## src/rtl/sum_accumulator.sv

```systemverilog
// sum_accumulator: frames a stream of Width-bit unsigned samples into groups of
// up to Count samples and presents each frame's total and sample count.
//
// Ports:
//   iClk    - clock, rising edge
//   iRst    - synchronous reset, active-high
//   iValid  - iData holds a valid sample
//   oReady  - block accepts a sample this cycle (high while accumulating)
//   iData   - unsigned sample
//   iFlush  - close the current frame after this cycle's sample, if any
//   oValid  - oTotal/oNum hold a completed frame
//   iReady  - consumer accepts the frame
//   oTotal  - unsigned sum of the frame's samples
//   oNum    - number of samples in the frame (1..Count)
module sum_accumulator #(
    parameter int unsigned Width    = 8,
    parameter int unsigned Count    = 4,
    // Derived; wide enough that Count full-scale samples never overflow.
    parameter int unsigned OutWidth = Width + $clog2(Count)
) (
    input  logic                         iClk,
    input  logic                         iRst,
    input  logic                         iValid,
    output logic                         oReady,
    input  logic [Width-1:0]             iData,
    input  logic                         iFlush,
    output logic                         oValid,
    input  logic                         iReady,
    output logic [OutWidth-1:0]          oTotal,
    output logic [$clog2(Count+1)-1:0]   oNum
);

    localparam int unsigned          NumWidth = $clog2(Count + 1);
    localparam logic [NumWidth-1:0]  CountVal = NumWidth'(Count);

    typedef enum logic [0:0] {StAccum, StHold} state_e;

    state_e                state_q, state_d;
    logic [OutWidth-1:0]   acc_q, acc_d;
    logic [NumWidth-1:0]   cnt_q, cnt_d;
    logic [OutWidth-1:0]   total_q, total_d;
    logic [NumWidth-1:0]   num_q, num_d;

    logic                  accept;
    logic                  close;
    logic [OutWidth-1:0]   acc_sum;
    logic [NumWidth-1:0]   cnt_sum;

    // Running values including this cycle's sample, if it is taken.
    assign accept  = iValid && (state_q == StAccum);
    assign acc_sum = acc_q + (accept ? OutWidth'(iData) : '0);
    assign cnt_sum = cnt_q + (accept ? NumWidth'(1) : '0);

    always_comb begin
        state_d = state_q;
        acc_d   = acc_q;
        cnt_d   = cnt_q;
        total_d = total_q;
        num_d   = num_q;
        close   = 1'b0;

        unique case (state_q)
            StAccum: begin
                // A flush with nothing collected and nothing arriving is a no-op,
                // so an empty frame is never produced.
                close = (accept && (cnt_sum == CountVal)) ||
                        (iFlush && ((cnt_q != '0) || accept));
                if (close) begin
                    total_d = acc_sum;
                    num_d   = cnt_sum;
                    acc_d   = '0;
                    cnt_d   = '0;
                    state_d = StHold;
                end else begin
                    acc_d = acc_sum;
                    cnt_d = cnt_sum;
                end
            end
            StHold: begin
                // Result stays put; sample inputs are ignored until the consumer takes it.
                if (iReady) begin
                    state_d = StAccum;
                end
            end
            default: begin
                state_d = StAccum;
            end
        endcase
    end

    always_ff @(posedge iClk) begin
        if (iRst) begin
            state_q <= StAccum;
            acc_q   <= '0;
            cnt_q   <= '0;
            total_q <= '0;
            num_q   <= '0;
        end else begin
            state_q <= state_d;
            acc_q   <= acc_d;
            cnt_q   <= cnt_d;
            total_q <= total_d;
            num_q   <= num_d;
        end
    end

    // Handshake outputs come straight from state: no input-to-output paths.
    assign oReady = (state_q == StAccum);
    assign oValid = (state_q == StHold);
    assign oTotal = total_q;
    assign oNum   = num_q;

endmodule

```

## config.mk

```make
export PLATFORM = sky130hd
export DESIGN_NAME = sum_accumulator
export DESIGN_NICKNAME = d
export VERILOG_FILES = /design/src/rtl/sum_accumulator.sv
export SDC_FILE = /design/constraint.sdc
export NUM_CORES = 1
export LEC_CHECK = 0
export CORE_ASPECT_RATIO = 2
export CORE_MARGIN = 4
export CORE_UTILIZATION = 36
export CTS_BUF_LIST = sky130_fd_sc_hd__clkbuf_2 sky130_fd_sc_hd__clkbuf_4 sky130_fd_sc_hd__clkbuf_8
export CTS_CLUSTER_DIAMETER = 120
export DETAILED_ROUTE_END_ITERATION = 6
export PLACE_DENSITY_LB_ADDON = 0.08
export SYNTH_ARGS = -nofsm -noshare
export SYNTH_HDL_FRONTEND = slang
export SYNTH_SLANG_ARGS = --single-unit
```

## constraint.sdc

```tcl
create_clock -name iClk -period 6.2 [get_ports iClk]
set_input_delay 1.24 -clock iClk [delete_from_list [all_inputs] [get_ports iClk]]
set_output_delay 1.24 -clock iClk [all_outputs]
set_load 0.05 [all_outputs]
```

# Yosys cells after proc, flatten, opt, wreduce, memory -nomap -nowiden
# Cells that the tools add are included.
dict set report totals {
  ff_bits 27
  input_bits 13
}
dict set report classes {
  n_eq_ne 1
  n_addsub 2
  bitwise 1
  muxes 7
  n_reduce_logical 7
}
# cell count
set op_table {}
lappend op_table {{adder 10 x 8 -> 10 bit} 1}
lappend op_table {{2-to-1 mux 10 bit} 1}
lappend op_table {{2-to-1 mux 8 bit} 1}
lappend op_table {{adder 3 x 1 -> 3 bit} 1}
lappend op_table {{equality test 3 bit, second input constant} 1}
lappend op_table {{logical AND 1 bit} 3}
lappend op_table {{2-to-1 mux 1 bit} 3}
lappend op_table {{2-to-1 mux 3 bit} 1}
lappend op_table {{nonzero test 3 bit} 1}
lappend op_table {{logical OR 1 bit} 2}
lappend op_table {{case mux 1 bit (2 select lines)} 1}
lappend op_table {{AND reduction 2 bit} 1}
lappend op_table {{NOT 1 bit} 1}

# Depth between registers and ports, before layout
dict set report logic_depth {
  ltp_word 9
  mapped_depth 11
}

# Worst setup path after synthesis
# Ideal clock, no wire load.
dict set report synth_path {
  kind {input port to flip-flop}
  from {input port iValid}
  to {register total_q[9] (netlist: oTotal[9])}
  setup_ps 86
  path_buffers 1
  path_stages 9
  t_arrival_ps 3165
  t_required_ps 6114
  path_slack_ps 2949
  path_cell_list {nor2b_1 > clkbuf_1 > and2_1 > ha_1 > a21o_1 > a221o_1 > o21ai_0 > xor2_1 > a211oi_1}
}
dict set report synth_between {
  elab_chain_len 7
  elab_cells_between_ends 11
}
# item line_no
set synth_rtl {}
lappend synth_rtl {{from (decl)} 23} ;# input logic iValid,
lappend synth_rtl {{logical AND 1 bit *} 50} ;# assign accept = iValid && (state_q == StAccum);
lappend synth_rtl {{2-to-1 mux 1 bit} 52} ;# assign cnt_sum = cnt_q + (accept ? NumWidth'(1) : '0);
lappend synth_rtl {{adder 3 x 1 -> 3 bit} 52}
lappend synth_rtl {{equality test 3 bit} 66} ;# close = (accept && (cnt_sum == CountVal)) ||
lappend synth_rtl {{logical AND 1 bit} 66}
lappend synth_rtl {{logical OR 1 bit} 66}
lappend synth_rtl {{AND reduction 2 bit (no line)} n/a}
lappend synth_rtl {{to (signal assigned)} 102} ;# total_q <= total_d;
lappend synth_rtl {{to (decl)} 41} ;# logic [OutWidth-1:0] total_q, total_d;
# Every way passes the cells marked *; elsewhere a longest branch is shown, timed or not.
# A chain may end at the register's enable or synchronous reset.

# Final worst setup path
dict set report layout_path {
  from {input port iValid}
  to {register total_q[8] (netlist: oTotal[8])}
}
# Same word-level chain as after synthesis.

==> out/results.ini <==
[logic_synthesis]
ys_seq_elements = 27
postSynthAreaPerCell_um2 = 8.31
ys_types = 46
synth_warnings = 0
synth_area_um2 = 1540
synth_fp_nets = 209
ys.flop_type = dfxtp_1
ys_seq_area_frac = 0.352
syn_inst = 185
async_flop_share = 0
synth-edff-count = 0

[cts]
numCtsBuffers = 3
cts_root_buf = clkbuf_8
cts_tree = built
cts_resized = 0
cts.sinks = 27
insertion_delay_ps = 280
post-cts-setup-buffers = 0
ctsHtreeMaxLevel = 1
cts_buffer_depth = 2
clk_pin_slew_worst_paths_ps = 100
cts_hold_repair.buffers = 0

[sta]
clock.fmax_ghz = 0.234
maxSlewHeadroom = 0.163
rsz0062_at_grt = no
slew_viol_final = 0
setup_viol = 0
fin_hold_ws_ps = 468
fin_skew_ps = 4.42
fin_crit_sh = 0.688
hold_viol_final = 0
worstMarginPinSlew_ps = 1260
finalSetupTns_ps = 0
setup_ws_ps = 1930
fin_crit_ps = 4270

[drt]
drt-pass1-iter-count = 4
wl_per_cell_um = 15.3
first_iter_violations = 30
drcViolationCount = 0
viasPerCell = 5.69
antenna_left = 0
routed_wl_um = 4010
via_count = 1486

[global_routing]
grt_max_degree = 40
grt_overflow = 0
grt_pass1_wl_um = 6620
grt_usage = 0.162
grt_pass1_vias = 1447
antenna_found_initial = 0

[placement]
place_worst_setup_slack_ps = 1620
hpwl_um = 2960
gp_congestion = 0.826
io_buffers = 27

[worst_setup_path]
start_kind = primary input
cp_max_fo = 16
startpoint = iValid
worstRegToRegCells = 9
crit_path_end_kind = flip-flop
crit_type = primary input to flip-flop
crit_required_ps = 6310
timing.rr.start = oValid$_SDFF_PP0_
worst_ep_arrival_time_ps = 4370

[min_path]
hold_path.class = flip-flop to flip-flop
min_from = oTotal[0]$_SDFFE_PP0P_
whs_path_depth = 2

[die]
die_w_um = 54.2
coreArea_um2 = 4130
initial_core_util = 0.372
num_rows = 33
die_h_um = 100
dieArea_um2 = 5440
pin_count = 28

[power_and_ir_drop]
p_clk_frac = 0.247
p_int_uw = 281
vdd.ir_drop.worst_mv = 0.111
swShare = 0.350
powerDensity_nw_per_um2 = 227
p_sw_uw = 151
pwr-share-seq = 0.447
comb_power_share = 0.306
p_leak_uw = 0.000733

[layout]
fin_util = 0.460
drive_gt1_frac = 0.0478
antenna_cells = 0
multiInputGateArea_um2 = 941
syn_to_final_growth_pct = 23.6
seq_area_um2 = 541
num-fill-cells = 440
num-nets-final = 234

[job]
maxCapViolations = 0

[status]
status = finished clean

-- power groups by stage --
stage / sequential (µW) / combinational, µW / clock [µW]
2_1_floorplan: 218 / 69.6 / 0
3_3_place_gp: 197 / 131 / 0
3_5_place_dp: 197 / 132 / 0
4_1_cts: 193 / 133 / 110
5_1_grt: 195 / 145 / 115
6_report: 193 / 132 / 107
-- final cells by class --
class	count	area share
Inverter	5	0.00988
Clock inverter	1	0.00395
Tap cell	52	0.0343
Multi-Input combinational cell	144	0.495
Sequential cell	27	0.285
Timing Repair Buffer	29	0.150
Clock buffer	3	0.0217
-- metal layers --
metal / global-route usage / vias up / part of all wire
li1: - / 733 / -
met1: 0.181 / 700 / 0.39
met2: 0.285 / 42 / 0.54
met3: 0.0149 / 11 / 0.029
met4: 0.0845 / 0 / 0.035
met5: 0 / - / 0
-- final timing paths --
kind | end | slack [ps]
hold reg to reg | oTotal[0]$_SDFFE_PP0P_ | 470
setup reg to reg | oTotal[8]$_SDFFE_PP0P_ | 2900
hold / removal | oTotal[0]$_SDFFE_PP0P_ | 470
setup / recovery | oTotal[8]$_SDFFE_PP0P_ | 1930
-- cells in the mapped netlist (2+ instances only) --
master | instances | area, µm²
or4_1 | 2 | 15.0
nand3b_1 | 4 | 30.0
nor2b_1 | 3 | 18.8
inv_1 | 5 | 18.8
dfxtp_1 | 27 | 541
a211oi_1 | 4 | 30.0
nor3b_1 | 2 | 15.0
nand3_1 | 6 | 30.0
nor2_1 | 13 | 48.8
a21o_1 | 3 | 22.5
a22oi_1 | 4 | 30.0
nand2_1 | 25 | 93.8
ha_1 | 10 | 125
o21a_1 | 3 | 22.5
and2_1 | 7 | 43.8
buf_2 | 2 | 10.0
a32oi_1 | 2 | 17.5
nor3_1 | 5 | 25.0
a21oi_1 | 15 | 75.1
nor4_1 | 2 | 12.5
clkbuf_1 | 7 | 26.3
o21ai_0 | 3 | 15.0
or3_2 | 2 | 15.0
o22ai_1 | 2 | 12.5
o311ai_0 | 2 | 17.5
xor2_1 | 4 | 35.0
a311oi_1 | 2 | 17.5
-- cells by family (layout without fill, tap and decap cells) --
group / after synthesis / after routing / synth area share
simple gates: 77 / 77 / 0.256
fa+ha+maj: 11 / 11 / 0.0945
buf+inv: 14 / 38 / 0.0358
xor+xnor: 5 / 5 / 0.0285
compound gates: 51 / 51 / 0.234
flops: 27 / 27 / 0.352
-- placed cells by master (no fill, tap or decap), drive strengths merged, types with 5 or more instances in the layout --
master and count:
dfxtp 27, clkdlybuf4s50 27, nand2 25, a21oi 15, nor2 13, ha 10
and2 7, nand3 6, inv 5, nor3 5
-- sequential cells by signal, summed over array words and instances, names as in the netlist --
name and count:
oTotal 10, cnt_q 3, acc_q 10, oValid 1
oNum 3
-- critical path, stage by stage --
cell             delay, ps
clkdlybuf4s50_1        520
nor2b_1                610
ha_1                   280
ha_1                   200
xor2_1                 140
a32oi_1               1040
nor3_1                 100
nand2_1                110
o311ai_0               130
-- metrics by stage --
step	instances	cell area [µm²]	power, µW
global placement	257	1850	328
finish	261	1900	432
global route	261	1900	455
floorplan	185	1540	288
CTS	261	1900	436
detailed placement	257	1850	330
No activity file was read; power rests on OpenSTA's default activity.
